$ cat src/rtl/rs_mul_div.sv
// Two-entry (DEPTH) reservation station in front of the mul/div FU: tag wakeup from the CDB, oldest-ready dispatch.
// Optional RS_DIV_ZERO_TRAP_EN: a DIV with zero divisor is retired with a div0_trap pulse instead of dispatching.
module rs_mul_div #(
   parameter int DATA_W = 9,
   parameter int TAG_W  = 3,
   parameter int OP_W   = 3,
   parameter int DEPTH  = 2
) (
   input  logic              i_clk,
   input  logic              i_reset,
   input  logic              i_issue_valid,
   output logic              o_issue_ready,
   input  logic [OP_W-1:0]   i_issue_op,
   input  logic [2:0]        i_issue_dest,
   input  logic [TAG_W-1:0]  i_issue_label,
   input  logic [DATA_W-1:0] i_issue_vj,
   input  logic [DATA_W-1:0] i_issue_vk,
   input  logic [TAG_W-1:0]  i_issue_qj,
   input  logic [TAG_W-1:0]  i_issue_qk,
   input  logic              i_issue_j_rdy,
   input  logic              i_issue_k_rdy,
   input  logic              i_cdb_valid,
   input  logic [TAG_W-1:0]  i_cdb_label,
   input  logic [DATA_W-1:0] i_cdb_value,
   output logic              o_fu_run,
   output logic [DATA_W-1:0] o_fu_regx,
   output logic [DATA_W-1:0] o_fu_regy,
   output logic [OP_W-1:0]   o_fu_opcode,
   output logic [2:0]        o_fu_addr,
   output logic [TAG_W-1:0]  o_fu_label,
   input  logic              i_fu_done,
   output logic              o_illegal_op,
`ifdef RS_DIV_ZERO_TRAP_EN
   output logic              o_div0_trap,
   output logic [TAG_W-1:0]  o_div0_label,
`endif
   output logic [2:0]        o_occupancy
);
   localparam int IDX_W = (DEPTH > 1) ? $clog2(DEPTH) : 1;
   localparam logic [OP_W-1:0] OP_MUL = OP_W'(3'b010);
   localparam logic [OP_W-1:0] OP_DIV = OP_W'(3'b011);

   typedef enum logic [1:0] {S_FREE, S_WAIT, S_READY, S_EXEC} state_t;

   state_t              r_state [DEPTH];
   logic [OP_W-1:0]     r_op    [DEPTH];
   logic [2:0]          r_dest  [DEPTH];
   logic [TAG_W-1:0]    r_label [DEPTH];
   logic [TAG_W-1:0]    r_qj    [DEPTH];
   logic [TAG_W-1:0]    r_qk    [DEPTH];
   logic [DATA_W-1:0]   r_vj    [DEPTH];
   logic [DATA_W-1:0]   r_vk    [DEPTH];
   logic [DEPTH-1:0]    r_jrdy, r_krdy;
   // r_older[i][j] set means entry i was issued before entry j
   logic [DEPTH-1:0]    r_older [DEPTH];

   logic                r_fu_run, r_illegal;
   logic [DATA_W-1:0]   r_fu_regx, r_fu_regy;
   logic [OP_W-1:0]     r_fu_opcode;
   logic [2:0]          r_fu_addr;
   logic [TAG_W-1:0]    r_fu_label;
`ifdef RS_DIV_ZERO_TRAP_EN
   logic                r_div0_trap;
   logic [TAG_W-1:0]    r_div0_label;
`endif

   logic [DEPTH-1:0]    w_jhit, w_khit, w_rdy, w_oldest;
   logic                w_has_free, w_busy, w_sel_vld, w_legal, w_accept;
   logic                w_dispatch, w_div0, w_iss_jrdy, w_iss_krdy;
   logic [IDX_W-1:0]    w_free_idx, w_sel_idx;
   logic [2:0]          w_occ;

   always_comb begin
      w_has_free = 1'b0;
      w_free_idx = '0;
      w_busy     = 1'b0;
      w_occ      = '0;
      w_sel_vld  = 1'b0;
      w_sel_idx  = '0;
      for (int i = 0; i < DEPTH; i++) begin
         w_rdy[i]  = (r_state[i] == S_READY);
         w_jhit[i] = i_cdb_valid && !r_jrdy[i] && (r_qj[i] == i_cdb_label);
         w_khit[i] = i_cdb_valid && !r_krdy[i] && (r_qk[i] == i_cdb_label);
      end
      for (int i = 0; i < DEPTH; i++) begin
         w_oldest[i] = w_rdy[i];
         for (int j = 0; j < DEPTH; j++)
            if (w_rdy[j] && r_older[j][i]) w_oldest[i] = 1'b0;
         if (r_state[i] == S_EXEC) w_busy = 1'b1;
         if (r_state[i] != S_FREE) w_occ = w_occ + 3'd1;
      end
      for (int i = DEPTH-1; i >= 0; i--) begin
         if (r_state[i] == S_FREE) begin
            w_has_free = 1'b1;
            w_free_idx = IDX_W'(i);
         end
         if (w_oldest[i]) begin
            w_sel_vld = 1'b1;
            w_sel_idx = IDX_W'(i);
         end
      end
   end

   assign w_legal    = (i_issue_op == OP_MUL) || (i_issue_op == OP_DIV);
   assign w_accept   = i_issue_valid && w_has_free && w_legal;
   // an operand broadcast in the issue cycle is captured directly
   assign w_iss_jrdy = i_issue_j_rdy || (i_cdb_valid && (i_issue_qj == i_cdb_label));
   assign w_iss_krdy = i_issue_k_rdy || (i_cdb_valid && (i_issue_qk == i_cdb_label));
   assign w_dispatch = w_sel_vld && !w_busy && !r_fu_run;
`ifdef RS_DIV_ZERO_TRAP_EN
   assign w_div0 = w_dispatch && (r_op[w_sel_idx] == OP_DIV) && (r_vk[w_sel_idx] == '0);
`else
   assign w_div0 = 1'b0;
`endif

   always_ff @(posedge i_clk) begin
      if (i_reset) begin
         for (int i = 0; i < DEPTH; i++) begin
            r_state[i] <= S_FREE;
            r_op[i]    <= '0;
            r_dest[i]  <= '0;
            r_label[i] <= '0;
            r_qj[i]    <= '0;
            r_qk[i]    <= '0;
            r_vj[i]    <= '0;
            r_vk[i]    <= '0;
            r_older[i] <= '0;
         end
         r_jrdy      <= '0;
         r_krdy      <= '0;
         r_fu_run    <= 1'b0;
         r_fu_regx   <= '0;
         r_fu_regy   <= '0;
         r_fu_opcode <= '0;
         r_fu_addr   <= '0;
         r_fu_label  <= '0;
         r_illegal   <= 1'b0;
`ifdef RS_DIV_ZERO_TRAP_EN
         r_div0_trap  <= 1'b0;
         r_div0_label <= '0;
`endif
      end else begin
         r_illegal <= i_issue_valid && w_has_free && !w_legal;
`ifdef RS_DIV_ZERO_TRAP_EN
         r_div0_trap <= w_div0;
`endif
         for (int i = 0; i < DEPTH; i++) begin
            if (r_state[i] == S_WAIT) begin
               if (w_jhit[i]) begin
                  r_vj[i]   <= i_cdb_value;
                  r_jrdy[i] <= 1'b1;
               end
               if (w_khit[i]) begin
                  r_vk[i]   <= i_cdb_value;
                  r_krdy[i] <= 1'b1;
               end
               if ((r_jrdy[i] || w_jhit[i]) && (r_krdy[i] || w_khit[i])) r_state[i] <= S_READY;
            end
         end
         if (w_dispatch) begin
            if (w_div0) begin
               r_state[w_sel_idx] <= S_FREE;
`ifdef RS_DIV_ZERO_TRAP_EN
               r_div0_label <= r_label[w_sel_idx];
`endif
            end else begin
               r_state[w_sel_idx] <= S_EXEC;
               r_fu_run    <= 1'b1;
               r_fu_regx   <= r_vj[w_sel_idx];
               r_fu_regy   <= r_vk[w_sel_idx];
               r_fu_opcode <= r_op[w_sel_idx];
               r_fu_addr   <= r_dest[w_sel_idx];
               r_fu_label  <= r_label[w_sel_idx];
            end
         end
         if (i_fu_done && r_fu_run) begin
            r_fu_run <= 1'b0;
            for (int i = 0; i < DEPTH; i++)
               if (r_state[i] == S_EXEC) r_state[i] <= S_FREE;
         end
         if (w_accept) begin
            r_state[w_free_idx] <= (w_iss_jrdy && w_iss_krdy) ? S_READY : S_WAIT;
            r_op[w_free_idx]    <= i_issue_op;
            r_dest[w_free_idx]  <= i_issue_dest;
            r_label[w_free_idx] <= i_issue_label;
            r_qj[w_free_idx]    <= i_issue_qj;
            r_qk[w_free_idx]    <= i_issue_qk;
            r_vj[w_free_idx]    <= i_issue_j_rdy ? i_issue_vj : i_cdb_value;
            r_vk[w_free_idx]    <= i_issue_k_rdy ? i_issue_vk : i_cdb_value;
            r_jrdy[w_free_idx]  <= w_iss_jrdy;
            r_krdy[w_free_idx]  <= w_iss_krdy;
            for (int j = 0; j < DEPTH; j++)
               r_older[j][w_free_idx] <= (r_state[j] != S_FREE);
            r_older[w_free_idx] <= '0;
         end
      end
   end

   assign o_issue_ready = w_has_free;
   assign o_occupancy   = w_occ;
   assign o_fu_run      = r_fu_run;
   assign o_fu_regx     = r_fu_regx;
   assign o_fu_regy     = r_fu_regy;
   assign o_fu_opcode   = r_fu_opcode;
   assign o_fu_addr     = r_fu_addr;
   assign o_fu_label    = r_fu_label;
   assign o_illegal_op  = r_illegal;
`ifdef RS_DIV_ZERO_TRAP_EN
   assign o_div0_trap   = r_div0_trap;
   assign o_div0_label  = r_div0_label;
`endif
endmodule

$ cat config.mk
export PLATFORM = sky130hd
export DESIGN_NAME = rs_mul_div
export DESIGN_NICKNAME = d
export VERILOG_FILES = /design/src/rtl/rs_mul_div.sv
export SDC_FILE = /design/constraint.sdc
export NUM_CORES = 1
export LEC_CHECK = 0
export ABC_AREA = 1
export CORE_ASPECT_RATIO = 1.75
export CORE_MARGIN = 5
export CORE_UTILIZATION = 45
export DETAILED_ROUTE_END_ITERATION = 16
export GPL_TIMING_DRIVEN = 0
export PLACE_DENSITY = 0.68
export REMOVE_ABC_BUFFERS = 1
export SKIP_CTS_REPAIR_TIMING = 1
export SLEW_MARGIN = 20
export SYNTH_ARGS = -nofsm -noshare
export SYNTH_HDL_FRONTEND = slang
export SYNTH_SLANG_ARGS = --single-unit
$ cat constraint.sdc
create_clock -name i_clk -period 3.18 [get_ports i_clk]
set_input_delay 0.636 -clock i_clk [delete_from_list [all_inputs] [get_ports i_clk]]
set_output_delay 0.636 -clock i_clk [all_outputs]
set_load 0.02 [all_outputs]
==> out/summary.txt <==
clk sinks -> 107
Clk pwr share -> 0.302
DP HPWL -> 9.561 mm
ant diodes -> 0
H-Tree Depth -> 3
GPL Wtd Cong -> 0.8904
most frequent cells in the layout -> nand2_1 (198), clkdlybuf4s50_1 (83), inv_1 (81), edfxtp_1 (70), nor2_1 (61)
Area Overhead vs Synth -> 23.05%
pin count of the biggest net entering global routing -> 39
area of the mapped netlist -> 0.005325 sq mm
max cap viols -> 0
Routed Antenna Nets -> 0
switching pwr -> 1.083 mW
first-pass GRT wire length -> 21.57 mm
placed insts -> 844
clk_lat worst skew -> 0.35 ns
drc violations -> 0
WHS -> 0.4410 ns
Die X -> 92.23 microns
vias -> 4544
Net Sw Frac -> 0.2896
Final period util -> 0.9230
gr ovfl total -> 0
P_leak -> 2.926 nW
CP max stage delay -> 0.51 ns
layout cells sized above 1 -> 0.05898
Setup violations, final -> 0
Die ar. -> 0.01419 sq mm
Slowest cell on crit path -> nand3_2
num ports -> 85
synth unique cells -> 31
Synth Register Bits -> 107
row cnt -> 52
CTS clk-pin slew, worst paths -> 0.07 ns
CP required -> 3.18 ns
Final Non-Filler Cells -> 864
port bufs -> 83
CP startpoint kind -> register
Slew headroom -> 0.4215
Mapped Avg Cell Area -> 8.142 sq um
Peak VDD IR -> 279.6 uV
commonest non-fill, non-tap cell in the layout -> nand2_1
critical path class -> register to register
area of the core -> 0.01158 sq mm
DRT Pass-1 Iters -> 6
minimum clock period after layout -> 2.935 ns
WL final -> 13.65 mm
GRT Overall Usage -> 0.1945
Seq pwr share -> 0.458
sequential share of the synthesized area -> 0.5338
Gate power share -> 0.240
CP Cell Sequence -> nor2_1 > inv_1 > ha_1 > nor2_1 > nand3_2 > nand2_8 > inv_1 > nand2_1
clk_skew -> 0.007820 ns
Max Slew Vio Count -> 0
CP Capture Type -> register
Max Fclk -> 0.3407 GHz
via count of the first global-routing pass -> 4459
Pwr Density -> 570.8 mW/mm^2
status -> finished, final reports clean
Worst Path Arrival -> 2.93 ns
CTS buffer count -> 9
Fin. Hold Viols -> 0
Worst-Margin Slew -> 0.8665 ns
number of vias per cell -> 5.259
Layout Nets -> 778
Clock Path Buffers -> 2
HP Class -> register to register
initial antenna violation count -> 0
Die Ht -> 153.9 microns
DR iter-0 viols -> 308
clock root buffer -> clkbuf_16
Initial Util -> 0.4598
CTS tree -> built
Mapped Cells -> 654
YS warnings -> 0
worst-path maximum fanout -> 21
average wire per standard cell -> 15.80 microns
Filler cells -> 1075
Pint -> 2.657 mW
power by group through the flow:
stage / Combinational, mW / Clock, mW / Sequential (mW)
after floorplan: 0.377 / 0 / 1.83
after global placement: 0.861 / 0 / 1.74
after detailed placement: 0.896 / 0 / 1.74
after CTS: 0.899 / 1.14 / 1.71
after global routing: 0.980 / 1.21 / 1.73
final: 0.899 / 1.13 / 1.71
worst paths after layout:
kind                                    start            end  slack (ns)  cells past startpoint
worst min register to register  r_older[0][0]  r_older[0][0]        0.44                      2
worst max-delay path            r_state[1][1]     r_vj[0][4]        0.24                      8
worst min-delay path            r_older[0][0]  r_older[0][0]        0.44                      2
worst max register to register  r_state[1][1]     r_vj[0][4]        0.24                      8
synth_stat cells, drive strengths merged:
master / count / share of area
nand2: 206 / 0.15
inv: 87 / 0.061
edfxtp: 70 / 0.39
nor2: 65 / 0.048
nand3: 63 / 0.062
o21ai: 40 / 0.038
dfxtp: 37 / 0.14
o211ai: 28 / 0.039
buf: 19 / 0.028
clkbuf: 12 / 0.0085
a21oi: 8 / 0.0096
nand4: 4 / 0.0047
a21o: 3 / 0.0042
ha: 2 / 0.0047
xnor2: 2 / 0.0033
and2: 1 / 0.0012
clkinv: 1 / 0.00070
conb: 1 / 0.00070
nor3: 1 / 0.00094
nor4: 1 / 0.0012
o2111ai: 1 / 0.0016
o21bai: 1 / 0.0014
or2: 1 / 0.0012
per-layer routing:
layer	track usage	share of wire	routed length [microns]	vias up
met2	0.3811	0.57	7783	137
met4	0.07512	0.019	266	0
met3	0.03374	0.051	692	18
met5	0	0	0	-
met1	0.1996	0.36	4908	2133
li1	-	-	-	2256
cell type report:
| class | count | area, sq um | share of cell area |
|---|---|---|---|
| Multi-Input combinational cell | 430 | 2016 | 0.3076 |
| Clock buffer | 12 | 256.5 | 0.03914 |
| Sequential cell | 107 | 2843 | 0.4338 |
| Clock inverter | 4 | 46.29 | 0.007065 |
| Timing Repair Buffer | 88 | 888.4 | 0.1356 |
| Inverter | 88 | 334.1 | 0.05098 |
| Tap cell | 135 | 168.9 | 0.02578 |
state kept, by name, summed over array words and instances (netlist names), 4 cells and up:
| name | cells |
|---|---|
| r_vj | 18 |
| r_vk | 18 |
| o_fu_regx | 9 |
| o_fu_regy | 9 |
| r_dest | 6 |
| r_label | 6 |
| r_op | 6 |
| r_qj | 6 |
| r_qk | 6 |
| r_older | 4 |
| r_state | 4 |
through the flow:
step	cell area [sq um]	total power [mW]	utilization	TNS (ns)	setup slack [ns]
floorplan	5139	2.206	-	0	0.2999
global placement	6138	2.596	0.5300	-95.28	-1.234
detailed placement	6167	2.639	0.5325	-57.30	-0.8615
CTS	6470	3.756	0.5587	-33.40	-0.6747
global route	6553	3.913	0.5658	-0.04488	-0.005974
finish	6553	3.740	0.5658	0	0.2447
critical path, delay by kind of cell (launching register included):
family        cells  cell delay, ns
fa+ha+maj         1            0.24
simple gates      5            1.63
flops             1            0.49
buf+inv           2            0.21
cell families after synthesis:
group,synth area share
and+or+nand+nor,0.2650
other,0.0007042
AOI/OAI and AO/OA,0.09398
buffers and inverters,0.09845
xor gates and xnor gates,0.003290
adders and majority gates,0.004698
DFF,0.5338
Power figures use the tool's default switching activity.
